`config.mk`:
```
export PLATFORM = sky130hd
export DESIGN_NAME = freq_err_avg
export DESIGN_NICKNAME = d
export VERILOG_FILES = /design/src/rtl/freq_err_avg.sv
export SDC_FILE = /design/constraint.sdc
export NUM_CORES = 1
export LEC_CHECK = 0
export ABC_AREA = 1
export CORE_AREA = 4 4 134 136
export CTS_BUF_LIST = sky130_fd_sc_hd__clkbuf_8
export DETAILED_ROUTE_END_ITERATION = 10
export DIE_AREA = 0 0 138 140
export PLACE_DENSITY = 0.87
export REMOVE_ABC_BUFFERS = 1
export SYNTH_ARGS = -nofsm -noshare
export SYNTH_HDL_FRONTEND = slang
export SYNTH_SLANG_ARGS = --single-unit
export TNS_END_PERCENT = 20
```
`constraint.sdc`:
```
create_clock -name clk -period 6.28 [get_ports clk]
set_input_delay 1.884 -clock clk [delete_from_list [all_inputs] [get_ports clk]]
set_output_delay 1.884 -clock clk [all_outputs]
set_load 0.02 [all_outputs]
```
`src/rtl/freq_err_avg.sv`:
```
// Averages (freq_in - TARGET) over 2^AVG_SHIFT accepted gate windows,
// rejecting outliers and flagging loss of lock and overrun.
module freq_err_avg #(
    parameter logic [31:0] TARGET     = 32'd10000,
    parameter int          AVG_SHIFT  = 3,
    parameter logic [31:0] ERR_LIMIT  = 32'd1000,
    parameter int          UNLOCK_RUN = 4
) (
    input  logic        clk,
    input  logic        rst_n,
    input  logic        en,
    input  logic        valid_freq_in,
    input  logic [31:0] freq_in,
    input  logic        clear,
    output logic        avg_valid,
    output logic [31:0] avg_err,
    output logic        outlier,
    output logic [15:0] reject_cnt,
    output logic        unlock,
    output logic        overrun
);

    localparam int AW = 33 + AVG_SHIFT;
    localparam int CW = AVG_SHIFT + 1;
    localparam int RW = $clog2(UNLOCK_RUN + 1);

    localparam logic [CW-1:0] LAST    = CW'((1 << AVG_SHIFT) - 1);
    localparam logic [RW-1:0] RUN_MAX = RW'(UNLOCK_RUN);

    localparam logic [1:0] IDLE  = 2'd0;
    localparam logic [1:0] CALC  = 2'd1;
    localparam logic [1:0] CHECK = 2'd2;
    localparam logic [1:0] OUT   = 2'd3;

    logic [1:0]           r_state;
    logic                 r_armed;
    logic                 r_valid_d1;
    logic [31:0]          r_sample;
    logic signed [32:0]   r_err;
    logic signed [AW-1:0] r_acc;
    logic [CW-1:0]        r_cnt;
    logic [RW-1:0]        r_run;
    logic                 r_avg_valid;
    logic [31:0]          r_avg_err;
    logic                 r_outlier;
    logic [15:0]          r_rej;
    logic                 r_unlock;
    logic                 r_overrun;

    logic                 w_edge;
    logic signed [32:0]   w_lim;
    logic                 w_reject;
    logic                 w_rej_ev;
    logic signed [AW-1:0] w_err_ext;
    logic signed [AW-1:0] w_shift;
    logic [AW-32:0]       w_hi;
    logic                 w_ovf;
    logic [31:0]          w_avg;
    logic [RW-1:0]        w_run_inc;

    // r_armed masks a level already high when reset releases
    assign w_edge    = valid_freq_in & ~r_valid_d1 & r_armed;
    assign w_lim     = $signed({1'b0, ERR_LIMIT});
    assign w_reject  = (r_err > w_lim) || (r_err < -w_lim);
    assign w_rej_ev  = en && (r_state == CHECK) && w_reject;
    assign w_err_ext = {{AVG_SHIFT{r_err[32]}}, r_err};
    assign w_shift   = r_acc >>> AVG_SHIFT;
    assign w_hi      = w_shift[AW-1:31];
    assign w_ovf     = ~((&w_hi) | ~(|w_hi));
    assign w_avg     = w_ovf ? (w_shift[AW-1] ? 32'h8000_0000 : 32'h7FFF_FFFF)
                             : w_shift[31:0];
    assign w_run_inc = (r_run == RUN_MAX) ? r_run : r_run + RW'(1);

    always_ff @(posedge clk or negedge rst_n) begin
        if (!rst_n) begin
            r_state     <= IDLE;
            r_armed     <= 1'b0;
            r_valid_d1  <= 1'b0;
            r_sample    <= '0;
            r_err       <= '0;
            r_acc       <= '0;
            r_cnt       <= '0;
            r_run       <= '0;
            r_avg_valid <= 1'b0;
            r_avg_err   <= '0;
            r_outlier   <= 1'b0;
        end else begin
            r_armed     <= 1'b1;
            r_valid_d1  <= valid_freq_in;
            r_avg_valid <= 1'b0;
            r_outlier   <= 1'b0;
            if (!en) begin
                r_state <= IDLE;
                r_acc   <= '0;
                r_cnt   <= '0;
                r_run   <= '0;
            end else begin
                unique case (r_state)
                    IDLE: begin
                        if (w_edge) begin
                            r_sample <= freq_in;
                            r_state  <= CALC;
                        end
                    end
                    CALC: begin
                        r_err   <= $signed({1'b0, r_sample}) - $signed({1'b0, TARGET});
                        r_state <= CHECK;
                    end
                    CHECK: begin
                        if (w_reject) begin
                            r_outlier <= 1'b1;
                            r_run     <= w_run_inc;
                            r_state   <= IDLE;
                        end else begin
                            r_acc   <= r_acc + w_err_ext;
                            r_cnt   <= r_cnt + CW'(1);
                            r_run   <= '0;
                            r_state <= (r_cnt == LAST) ? OUT : IDLE;
                        end
                    end
                    OUT: begin
                        r_avg_err   <= w_avg;
                        r_avg_valid <= 1'b1;
                        r_acc       <= '0;
                        r_cnt       <= '0;
                        r_state     <= IDLE;
                    end
                    default: r_state <= IDLE;
                endcase
            end
        end
    end

    // clear dominates the stickies; a same-cycle reject still counts once
    always_ff @(posedge clk or negedge rst_n) begin
        if (!rst_n) begin
            r_rej     <= '0;
            r_unlock  <= 1'b0;
            r_overrun <= 1'b0;
        end else begin
            if (clear) begin
                r_rej     <= w_rej_ev ? 16'd1 : 16'd0;
                r_unlock  <= 1'b0;
                r_overrun <= 1'b0;
            end else begin
                if (w_rej_ev && r_rej != 16'hFFFF)
                    r_rej <= r_rej + 16'd1;
                if (w_rej_ev && w_run_inc == RUN_MAX)
                    r_unlock <= 1'b1;
                if (en && w_edge && r_state != IDLE)
                    r_overrun <= 1'b1;
            end
        end
    end

    assign avg_valid  = r_avg_valid;
    assign avg_err    = r_avg_err;
    assign outlier    = r_outlier;
    assign reject_cnt = r_rej;
    assign unlock     = r_unlock;
    assign overrun    = r_overrun;

endmodule

```
### Yosys cells after proc, flatten, opt, wreduce, memory -nomap -nowiden

Index checks and enable logic that the tools add are counted.

* register bits: 164
* input port bits: 37
* output and inout bits: 52
* logic and storage cells: 84

* add/sub/neg operators: 5
* magnitude comparators: 2
* equality and inequality tests: 11
* mux-type cells: 29
* bitwise logic cells: 5
* reductions and logical operators: 18

Operators with widths (number)
* two-way mux 36 bit: 2
* one-hot mux 36 bit (2 select lines): 1
* two-way mux 32 bit: 2
* adder 36 x 33 -> 36 bit: 1
* > comparator 33 x 11 -> 1 bit (second input constant): 1
* less-than comparator 33 x 11 -> 1 bit (second input constant): 1
* subtractor 32 x 14 -> 33 bit (second input constant): 1
* two-way mux 16 bit: 2
* adder 16 x 1 -> 16 bit (second input constant): 1
* inequality test 16 bit (second input constant): 1
* two-way mux 3 bit: 4
* two-way mux 1 bit: 10
* two-way mux 2 bit: 4
* two-way mux 4 bit: 2
* one-hot mux 2 bit (4 select lines): 1
* one-hot mux 4 bit (2 select lines): 1
* AND reduction 2 bit: 4
* nonzero test 2 bit: 4
* == test 3 bit (second input constant): 2
* logical AND 1 bit: 6
* inequality test 3 bit (second input constant): 2
* adder 4 x 1 -> 4 bit (second input constant): 1
* == test 2 bit (second input constant): 2
* == test 4 x 3 -> 1 bit (second input constant): 1
* other kinds (11): 13

### Depth between registers and ports, before layout

Gate-level depths: netlist of the first run.

* word-level depth: 7
* depth in mapped cells: 14
* gate-level depth less buffers: 14

### Worst setup path before layout of the first run

No wires, ideal clock.

* path type: input to register
* start: input port valid_freq_in
* end: register r_sample[0]
* library setup time: 0.078 ns
* arrival time: 2.814 ns
* required time: 6.202 ns
* slack: 3.388 ns
* stages on the path: 7
* path buffers: 2
* path through: nand2_1 -> nor2_1 -> nand3_1 -> clkbuf_1 -> clkbuf_1 -> nor2_1 -> a21oi_1

* word-level cells in the longest chain between the ends: 3

RTL lines
* from (decl): RTL line 12 `input logic valid_freq_in,`
* AND 1 bit (2 in a row): RTL line 62 `assign w_edge = valid_freq_in & ~r_valid_d1 & r_armed;`
* AND reduction 3 bit (no line)
* to (signal assigned): RTL line 101 `r_sample <= freq_in;`
* to (decl): RTL line 38 `logic [31:0] r_sample;`

No other way between the ends.
A chain may end at the register's enable or synchronous reset.

### Worst setup path after layout of the first run

Ends and elaborated chain as after synthesis.

==> results of run 1 <==
[kinds of logic after synthesis]
group / after synthesis / share of synthesized area
compound gates: 140 / 0.07488
mux: 9 / 0.009463
fa+ha+maj: 43 / 0.05093
other cells: 1 / 0.0003501
simple gates: 943 / 0.3821
xor+xnor: 30 / 0.02453
flops: 164 / 0.3832
buf+inv: 193 / 0.07453
[placed cells by master (no fill, tap or decap), types with 5 or more instances in the layout]
| cell type | Yosys | layout |
|---|---|---|
| inv_1 | 146 | 146 |
| mux2_2 | 9 | 9 |
| nand4_1 | 31 | 31 |
| o21ai_1 | 13 | 13 |
| clkbuf_8 | 0 | 18 |
| o21a_1 | 32 | 32 |
| inv_2 | 7 | 7 |
| ha_1 | 42 | 42 |
| o21bai_1 | 6 | 6 |
| nor2_1 | 199 | 197 |
| xnor2_1 | 8 | 8 |
| clkdlybuf4s50_1 | 0 | 87 |
| o22ai_1 | 5 | 5 |
| or2_2 | 7 | 7 |
| dfrtp_1 | 164 | 164 |
| nand3b_1 | 9 | 9 |
| nand2_1 | 497 | 497 |
| or2_1 | 5 | 5 |
| xor2_1 | 22 | 22 |
| nand3_2 | 11 | 12 |
| nand3_1 | 144 | 143 |
| o21ai_0 | 22 | 22 |
| a21oi_1 | 62 | 62 |
| nor3_1 | 17 | 17 |
| buf_4 | 1 | 7 |
| inv_6 | 0 | 5 |
[metrics by stage]
step / util / area [um2] / cells
after floorplan: - / 10490 / 1484
after global placement: 0.6921 / 11720 / 1804
after detailed placement: 0.6921 / 11720 / 1804
after CTS: 0.7175 / 12150 / 1836
after global routing: 0.7175 / 12150 / 1836
final: 0.7175 / 12150 / 1836
[critical path: cells and delay by family]
family / cells / cell delay [ns]
AND/OR/NAND/NOR: 4 / 1.02
buffers and inverters: 2 / 0.91
AO/OA/AOI/OAI: 1 / 0.04
[area by class of cell]
| cell class | instances | area, um2 | area share |
|---|---|---|---|
| clock buffers | 18 | 247.7 | 0.02039 |
| clock inverters | 14 | 182.7 | 0.01503 |
| inverters | 154 | 578.1 | 0.04757 |
| multi-input cells | 1166 | 5823 | 0.4792 |
| flip-flops and latches | 164 | 4104 | 0.3377 |
| well taps | 225 | 281.5 | 0.02317 |
| repair buffers | 95 | 934.6 | 0.07691 |
[layer usage]
metal  track usage  vias to the layer above  wire (um)
met5             0                        -          0
met4       0.09256                        0        632
met3       0.04063                       50       1811
met2        0.5046                      323      13560
met1        0.3988                     4705      12180
li1              -                     5062          -
[state kept, by name, indices dropped and copies added, names as in the netlist, 2 cells and up]
name        flops
avg_err        32
r_state         2
r_err          33
r_sample       32
r_acc          36
reject_cnt     16
r_run           3
r_cnt           4
[final timing paths]
path                       cells after the start                     from  slack, ns                 endpoint
setup / recovery                               7            valid_freq_in       2.76  r_sample[0]$_DFFE_PN0P_
hold / removal                                 1  r_sample[4]$_DFFE_PN0P_       0.49     r_err[4]$_DFFE_PN0P_
setup reg to reg                              11     r_err[0]$_DFFE_PN0P_       3.90    r_acc[14]$_DFFE_PN0P_
hold reg to reg                                1  r_sample[4]$_DFFE_PN0P_       0.49     r_err[4]$_DFFE_PN0P_
max in group asynchronous                      2                    rst_n       3.75     r_cnt[3]$_DFFE_PN0P_
min in group asynchronous                      1                    rst_n       1.43  avg_err[10]$_DFFE_PN0P_
[power by group through the flow]
stage | clock network [uW] | registers [uW] | logic (uW)
after global routing | 909 | 1400 | 1050
after floorplan | 0 | 1340 | 658
final | 850 | 1390 | 919
after CTS | 863 | 1380 | 913
after global placement | 0 | 1400 | 880
after detailed placement | 0 | 1400 | 905
==> out/qor.csv, run 1 <==
stage;metric;value;unit
route;DRC;0;
die;die area;19320;um2
setup_path;CP cell instances;clkdlybuf4s50_1, nand2_1, nor2_1, nand3_2, buf_4, nor2_1, a21oi_1;
synth;Mapped Avg Cell Area;7.032;um2
power_and_ir_drop;P_int;1920;uW
die;Initial Utilization;0.6324;
cts;CTS tree;done;
cts;total CTS buffers;17;
sta;Final Hold Viols;0;
power_and_ir_drop;switching pwr;1235;uW
setup_path;crit path DAT;3.88;ns
placed_design;dpl ws;2.259;ns
route;DRT iter0 DRCs;701;
route;DRT Pass-1 Iters;5;
final_layout;ANT cells;0;
synth;post-synthesis sequential area ratio;0.3832;
synth;Synth area leader;dfrtp_1;
cts;Post-CTS Setup Bufs;0;
synth;FFs w/ async S/R, synth;1.000;
synth;Yosys cell types;41;
power_and_ir_drop;Combinational Power Share;0.291;
die;chip height;140;um
sta;min cycle time layout;3.521;ns
sta;clk_skew;0.01303;ns
sta;Setup violations, final;0;
outcome;outcome;finished, final reports clean;
setup_path;cell mode on critical path;nor2_1;
synth;Post-synth EDFFs;0;
final_layout;fillers;1409;
cts;worst skew pair latency;0.47;ns
cts;hold buffers post-CTS;0;
synth;Synth top area share;0.3832;
job;Max-cap violations;0;
placed_design;gpl congestion;0.9707;
route;Routed WL;28.19;mm
cts;clk slew on worst S/H paths;0.10;ns
die;die width;138;um
final_layout;nets;1678;
power_and_ir_drop;clock power share;0.269;
die;num rows;48;
die;Core ar.;16940;um2
setup_path;Crit path required time;6.64;ns
route;post-DR wirelength/cell;15.35;um
synth;#FFs+latches synth;164;
sta;Worst Slack Setup Final;2.759;ns
global_route;Overflow after GRT;0;
power_and_ir_drop;PnR Total Power;3156;uW
route;via count;10140;
power_and_ir_drop;peak supply drop;0.1555;mV
setup_path;Worst setup EP type;register;
synth;Yosys Warn Count;0;
synth;prevailing post-synth register cell;dfrtp_1;
global_route;vias in the first global route;9777;
sta;setup total negative slack;0;ns
synth;most instantiated library cell after synthesis;nand2_1;
setup_path;CP max FO;48;
die;io pins;89;
synth;commonest cells in the netlist;497 x nand2_1, 199 x nor2_1, 164 x dfrtp_1, 146 x inv_1, 144 x nand3_1;
power_and_ir_drop;switch share;0.3914;
cts;Root Driver;clkbuf_8;
sta;Final Cycle Share;0.5606;
power_and_ir_drop;leak pwr;0.005996;uW
final_layout;Area Growth Syn to Fin;13.46;%
sta;worst slew pin tran;0.9136;ns
setup_path;crit path max-delay cell type;nand3_2;
cts;H-tree depth;4;
sta;setup repair after global routing missed its margin;no;
global_route;first-pass GRT wire length;47.29;mm
synth;top cells by area, synth;dfrtp_1 38%, nand2_1 17%, nor2_1 7.0%, nand3_1 6.7%, inv_1 5.1%;
worst_hold_path;Worst Hold Class;register to register;
setup_path;crit start category;primary input;
cts;Clock Path Buffers;2;
synth;Syn Inst Count;1523;
placed_design;post-DP HPWL;21.20;mm
sta;Fin Hold WS;0.4852;ns
synth;Syn Std Cell Area;10710;um2
sta;max frequency;284.0;MHz
placed_design;port bufs;88;
global_route;antenna violations before repair;0;
setup_path;WS Path Type;primary input to register;
global_route;maximum number of pins on one net before global-route repair;82;
route;DR vias/cell;5.523;
sta;Final Slew Violations;0;
sta;Slew headroom;0.3902;
setup_path;largest stage delay on the critical path;0.72;ns
cts;sink count of the clock tree;164;
power_and_ir_drop;Power per Cell Area;259.7;nW/um2
route;final antenna-violating net count;0;
global_route;Total Routing Usage GR;0.2972;
cts;PostCTS Resize Cnt;0;
final_layout;share of cells above drive strength 1;0.05711;
power_and_ir_drop;Flop pwr share;0.439;
(Power assumes the default switching activity.)
==> run 2, diff against run 1 <==
CORE_AREA = 4 4 138 140   (was 4 4 134 136)
DIE_AREA = 0 0 142 144   (was 0 0 138 140)
PLACE_DENSITY = 0.82   (was 0.87)
clock period = 3.4 ns   (was 6.28 ns; I/O delays follow)
==> out/qor.csv, run 2 (same netlist as run 1, synthesis figures left out) <==
stage;metric;value;unit;change
route;Routed WL;27.21;mm;-3.4%
power_and_ir_drop;Power per Cell Area;471.0;nW/um2;+81%
cts;Post-CTS Setup Bufs;0;;unchanged
die;Initial Utilization;0.6003;;-0.03207
final_layout;nets;1683;;+0.30%
cts;sink count of the clock tree;164;;unchanged
setup_path;crit start category;register;;
placed_design;port bufs;88;;unchanged
cts;total CTS buffers;17;;unchanged
sta;min cycle time layout;2.640;ns;
sta;Final Hold Viols;0;;unchanged
placed_design;gpl congestion;0.9280;;-4.4%
die;die width;142;um;+2.9%
route;DR vias/cell;5.414;;-2.0%
cts;CTS tree;done;;
final_layout;most common cell after layout, fill and taps aside;nand2_1;;
die;io pins;89;;unchanged
sta;Slew headroom;0.5193;;+0.1290
setup_path;CP max FO;6;;-88%
placed_design;dpl ws;0.4668;ns;-1.792 ns
setup_path;crit path max-delay cell type;clkdlybuf4s50_1;;
sta;Final Cycle Share;0.7765;;
die;die area;20450;um2;+5.8%
final_layout;number of flip-flops in the largest register;36;;unchanged
die;chip height;144;um;+2.9%
route;final antenna-violating net count;0;;unchanged
setup_path;Worst R2R Start;r_err[0]$_DFFE_PN0P_;;
global_route;maximum number of pins on one net before global-route repair;57;;-30%
final_layout;share of cells above drive strength 1;0.06002;;+0.002917
job;Max-cap violations;0;;unchanged
global_route;Total Routing Usage GR;0.2779;;-0.01921
cts;hold buffers post-CTS;0;;unchanged
final_layout;Most flops, register;r_acc;;
global_route;vias in the first global route;9451;;-3.3%
global_route;antenna violations before repair;0;;unchanged
route;post-DR wirelength/cell;14.75;um;-3.9%
sta;Worst Slack Setup Final;0.7600;ns;-1.999 ns
sta;worst slew pin tran;0.7203;ns;-0.1933 ns
sta;setup repair after global routing missed its margin;no;;
sta;clk_skew;0.01181;ns;-0.001214 ns
die;num rows;49;;+2.1%
setup_path;WS Path Type;register to output pin;;
setup_path;Worst Setup SP;reject_cnt[6]$_DFFE_PN0P_;;
final_layout;ANT cells;0;;unchanged
cts;Root Driver;clkbuf_8;;
final_layout;post-route cell area;12220;um2;+0.56%
final_layout;Final Non-Filler Cells;1845;;+0.49%
sta;Setup violations, final;0;;unchanged
power_and_ir_drop;leak pwr;0.006019;uW;+0.39%
route;DRC;0;;unchanged
global_route;Overflow after GRT;0;;unchanged
placed_design;placed cell areas;11800;um2;+0.68%
sta;max frequency;378.8;MHz;
outcome;outcome;finished, final reports clean;;
final_layout;biggest regs;r_acc (36), r_err (33);;
worst_hold_path;Worst Hold Class;primary input to async pin;;
setup_path;Worst Path Buf+Inv;1;;-1
final_layout;commonest cells after routing, fill and taps aside;497 x nand2_1, 197 x nor2_1, 164 x dfrtp_1;;
route;via count;9988;;-1.5%
cts;Clock Path Buffers;2;;unchanged
setup_path;crit-path leading delay family;buffers and inverters;;
cts;PostCTS Resize Cnt;0;;unchanged
global_route;first-pass GRT wire length;45.89;mm;-3.0%
final_layout;Area Growth Syn to Fin;14.09;%;
cts;worst skew pair latency;0.48;ns;about the same
setup_path;Crit path required time;2.38;ns;-4.26 ns
cts;H-tree depth;4;;unchanged
route;DRT Pass-1 Iters;6;;+1
cts;clk slew on worst S/H paths;0.10;ns;about the same
setup_path;Worst setup EP type;output pin;;
power_and_ir_drop;peak supply drop;0.2702;mV;+74%
die;Core ar.;17840;um2;+5.3%
setup_path;largest stage delay on the critical path;0.67;ns;-0.05 ns
placed_design;post-DP HPWL;20.99;mm;-0.99%
final_layout;fin util;0.6849;;-0.03259
route;DRT iter0 DRCs;643;;-8.3%
sta;Final Slew Violations;0;;unchanged
setup_path;CP cell instances;clkdlybuf4s50_1;;
final_layout;fillers;1583;;+12%
setup_path;crit path DAT;1.62;ns;-2.26 ns
placed_design;DP Cell Count;1813;;+0.50%
run 2: changes by cell type in the layout (fill, tap and decap cells not counted):
cell,change
buf_4,+2
buf_12,+3
inv_6,+2
clkinv_4,-1
clkinvlp_4,+2
inv_8,-2
clkbuf_8,-1
run 2: metrics by stage:
step / total power, uW / hold slack, ns / TNS [ns]
floorplan: 3689 / 0.4459 / -2.947
global placement: 4201 / 0.4602 / 0
detailed placement: 4250 / 0.4719 / 0
finish: 5755 / 0.4617 / 0
CTS: 5767 / 0.4657 / 0
global route: 6136 / 0.4726 / 0
run 2: final timing paths:
| kind | end | slack, ns | depth (start not counted) |
|---|---|---|---|
| worst max-delay path | reject_cnt[6] | 0.76 | 1 |
| worst min-delay path | avg_err[5]$_DFFE_PN0P_ | 0.46 | 1 |
| worst max register to register | r_acc[16]$_DFFE_PN0P_ | 1.01 | 11 |
| worst min register to register | avg_err[14]$_DFFE_PN0P_ | 0.49 | 1 |
| max in group asynchronous | r_err[28]$_DFFE_PN0P_ | 2.23 | 2 |
| min in group clk | avg_err[14]$_DFFE_PN0P_ | 0.49 | 1 |
run 2: layout make-up:
cell class / count / area, um2 / share of cell area
clock buffers: 17 / 234.0 / 0.01915
well taps: 229 / 286.5 / 0.02345
flip-flops and latches: 164 / 4104 / 0.3359
inverters: 154 / 578.1 / 0.04731
repair buffers: 100 / 1010 / 0.08263
clock inverters: 15 / 183.9 / 0.01505
multi-input cells: 1166 / 5823 / 0.4766
run 2: power by group:
group / leakage [uW] / total, uW / internal [uW] / switching [uW]
combinational: 0.00376 / 1690 / 638 / 1050
clock: 0.000206 / 1520 / 685 / 831
sequential: 0.00205 / 2550 / 2200 / 352
total: 0.00602 / 5760 / 3530 / 2230
run 2: worst register-to-register path, cell delays in order (launching register included):
cell,delay (ns)
dfrtp_1,0.43
ha_1,0.27
fa_1,0.45
nand3_1,0.10
nand3_1,0.16
nand2_1,0.10
nand2_1,0.12
nand2_1,0.10
nand2_1,0.13
or2_2,0.31
nand3_2,0.07
nand2_1,0.05
run 2: metal layers:
metal	GRT usage	part of all wire
met5	0	0
met4	0.09848	0.029
met3	0.04497	0.061
met2	0.4524	0.46
met1	0.3792	0.45
==> run 3, diff against run 2 <==
CORE_AREA = 4 4 145 147   (was 4 4 138 140)
DIE_AREA = 0 0 149 151   (was 0 0 142 144)
PLACE_DENSITY = 0.78   (was 0.82)
clock period = 2.1 ns   (was 3.4 ns; I/O delays follow)
==> out/qor.csv, run 3 (same netlist as run 1, synthesis figures left out) <==
stage;metric;value;unit;change
setup_path;Crit path depth;1;;unchanged
global_route;vias in the first global route;9900;;+4.8%
final_layout;ANT cells;0;;unchanged
cts;sink count of the clock tree;164;;unchanged
power_and_ir_drop;leak pwr;0.006730;uW;+12%
final_layout;number of flip-flops in the largest register;36;;unchanged
route;via count;10432;;+4.4%
placed_design;placed cell areas;12570;um2;+6.5%
sta;Setup violations, final;0;;unchanged
global_route;Total Routing Usage GR;0.2624;;-0.01559
setup_path;largest stage delay on the critical path;0.60;ns;-0.07 ns
route;Routed WL;29.16;mm;+7.2%
setup_path;WS Path Type;register to output pin;;
worst_hold_path;Worst Hold Class;primary input to async pin;;
sta;Worst Slack Setup Final;0.04121;ns;-0.7187 ns
die;Core ar.;19910;um2;+12%
route;final antenna-violating net count;0;;unchanged
cts;clk slew on worst S/H paths;0.09;ns;about the same
setup_path;crit path DAT;1.43;ns;-0.19 ns
sta;max frequency;485.7;MHz;
setup_path;crit path max-delay cell type;clkdlybuf4s50_1;;
die;die area;22500;um2;+10%
final_layout;nets;1764;;+4.8%
setup_path;Worst Reg-to-Reg Cells;11;;unchanged
sta;Slew headroom;0.5979;;+0.07862
cts;H-tree depth;4;;unchanged
cts;Root Driver;clkbuf_8;;
global_route;antenna violations before repair;0;;unchanged
final_layout;biggest regs;r_acc (36), r_err (33);;
setup_path;Crit path required time;1.47;ns;-0.91 ns
cts;worst skew pair latency;0.47;ns;about the same
final_layout;share of cells above drive strength 1;0.1433;;+0.08325
sta;worst slew pin tran;0.6031;ns;-0.1171 ns
power_and_ir_drop;switching pwr;3792;uW;+70%
route;DR vias/cell;5.306;;-2.0%
cts;CTS tree;done;;
route;DRT Pass-1 Iters;5;;-1
route;DRC;0;;unchanged
cts;Post-CTS Setup Bufs;0;;unchanged
die;Initial Utilization;0.5380;;-0.06236
cts;Clock Path Buffers;2;;unchanged
die;chip height;151;um;+4.9%
final_layout;fin util;0.6696;;-0.01534
die;num rows;52;;+6.1%
global_route;maximum number of pins on one net before global-route repair;61;;+7.0%
sta;min cycle time layout;2.059;ns;
die;io pins;89;;unchanged
final_layout;post-route cell area;13330;um2;+9.1%
placed_design;gpl congestion;1.006;;+8.4%
power_and_ir_drop;peak supply drop;0.4735;mV;+75%
route;post-DR wirelength/cell;14.83;um;+0.57%
sta;Final Slew Violations;0;;unchanged
setup_path;CP cell instances;clkdlybuf4s50_1;;
cts;hold buffers post-CTS;0;;unchanged
placed_design;dpl ws;-0.06755;ns;-0.5344 ns
sta;Final Hold Viols;0;;unchanged
power_and_ir_drop;clock power share;0.224;;-0.039
job;Max-cap violations;0;;unchanged
route;DRT iter0 DRCs;641;;-0.31%
setup_path;crit start category;register;;
setup_path;CP max FO;2;;-4
placed_design;post-DP HPWL;22.49;mm;+7.1%
power_and_ir_drop;P_int;6135;uW;+74%
power_and_ir_drop;Combinational Power Share;0.363;;+0.070
final_layout;fillers;1792;;+13%
sta;setup repair after global routing missed its margin;yes;;
power_and_ir_drop;Power per Cell Area;744.7;nW/um2;+58%
setup_path;Worst setup EP type;output pin;;
cts;total CTS buffers;17;;unchanged
setup_path;crit-path leading delay family;buffers and inverters;;
global_route;first-pass GRT wire length;47.52;mm;+3.6%
final_layout;commonest cells after routing, fill and taps aside;487 x nand2_1, 188 x nor2_1, 156 x dfrtp_1;;
power_and_ir_drop;Flop pwr share;0.413;;-0.031
final_layout;Area Growth Syn to Fin;24.46;%;
global_route;Overflow after GRT;0;;unchanged
setup_path;Worst Path Buf+Inv;1;;unchanged
final_layout;Most flops, register;r_acc;;
power_and_ir_drop;switch share;0.3820;;-0.005508
placed_design;port bufs;88;;unchanged
outcome;outcome;finished, final reports clean;;
sta;clk_skew;0.01406;ns;+0.002247 ns
final_layout;most common cell after layout, fill and taps aside;nand2_1;;
die;die width;149;um;+4.9%
sta;Final Cycle Share;0.9804;;
[run 3: changes by cell type in the layout (fill, tap and decap cells not counted), moves of 10 or more]
| cell | previous run | this run |
|---|---|---|
| dlymetal6s2s_1 | 0 | 20 |
| ha_1 | 42 | 23 |
| buf_4 | 9 | 81 |
| a21oi_1 | 62 | 51 |
| clkdlybuf4s50_1 | 87 | 47 |
| nand2_1 | 497 | 487 |
| a21oi_2 | 0 | 10 |
| ha_4 | 0 | 15 |
| nand2_2 | 3 | 13 |
| dlygate4sd2_1 | 0 | 20 |
[run 3: final timing paths]
path,from,end,slack (ns)
setup / recovery,avg_err[5]$_DFFE_PN0P_,avg_err[5],0.04
hold / removal,rst_n,avg_err[5]$_DFFE_PN0P_,0.02
setup reg to reg,r_err[20]$_DFFE_PN0P_,reject_cnt[12]$_DFFE_PN0P_,0.10
hold reg to reg,avg_err[16]$_DFFE_PN0P_,avg_err[16]$_DFFE_PN0P_,0.49
max in group asynchronous,rst_n,r_err[24]$_DFFE_PN0P_,1.48
min in group clk,avg_err[16]$_DFFE_PN0P_,avg_err[16]$_DFFE_PN0P_,0.49
[run 3: timing repair]
item	CTS	global route
endpoints found under the setup margin	24	65
pin swaps	0	3
gates resized for setup	26	88
[run 3: layer usage]
metal / global-route usage / up-vias / wire length [um]
met5: 0 / - / 0
met4: 0.08787 / 0 / 799
met3: 0.03740 / 64 / 1304
met2: 0.4483 / 249 / 14010
met1: 0.3446 / 4893 / 13050
li1: - / 5226 / -
[run 3: final cells by class]
cell class              instances  area, um2  share of cell area
flip-flops and latches        164       4114              0.3086
well taps                     270      337.8             0.02534
clock buffers                  18      247.7             0.01858
inverters                     154      578.1             0.04336
clock inverters                13      111.4            0.008354
repair buffers                181       1755              0.1317
multi-input cells            1166       6186              0.4641
[run 3: power groups by stage]
stage               Clock, uW  Sequential (uW)  Combinational, uW
floorplan                   0             4010               1970
global placement            0             4070               3250
detailed placement          0             4070               3320
CTS                      2250             4020               3380
global route             2370             4150               4040
finish                   2220             4100               3610
[run 3: through the flow]
| step | hold slack (ns) | power, uW | setup TNS (ns) | instances |
|---|---|---|---|---|
| finish | 0.01663 | 9927 | 0 | 1966 |
| global route | 0.02781 | 10560 | -0.1082 | 1966 |
| CTS | 0.007104 | 9647 | 0 | 1966 |
| detailed placement | 0.4764 | 7394 | -1.278 | 1935 |
| global placement | 0.4632 | 7319 | -0.7766 | 1935 |
| floorplan | 0.3344 | 5972 | -49.67 | 1484 |
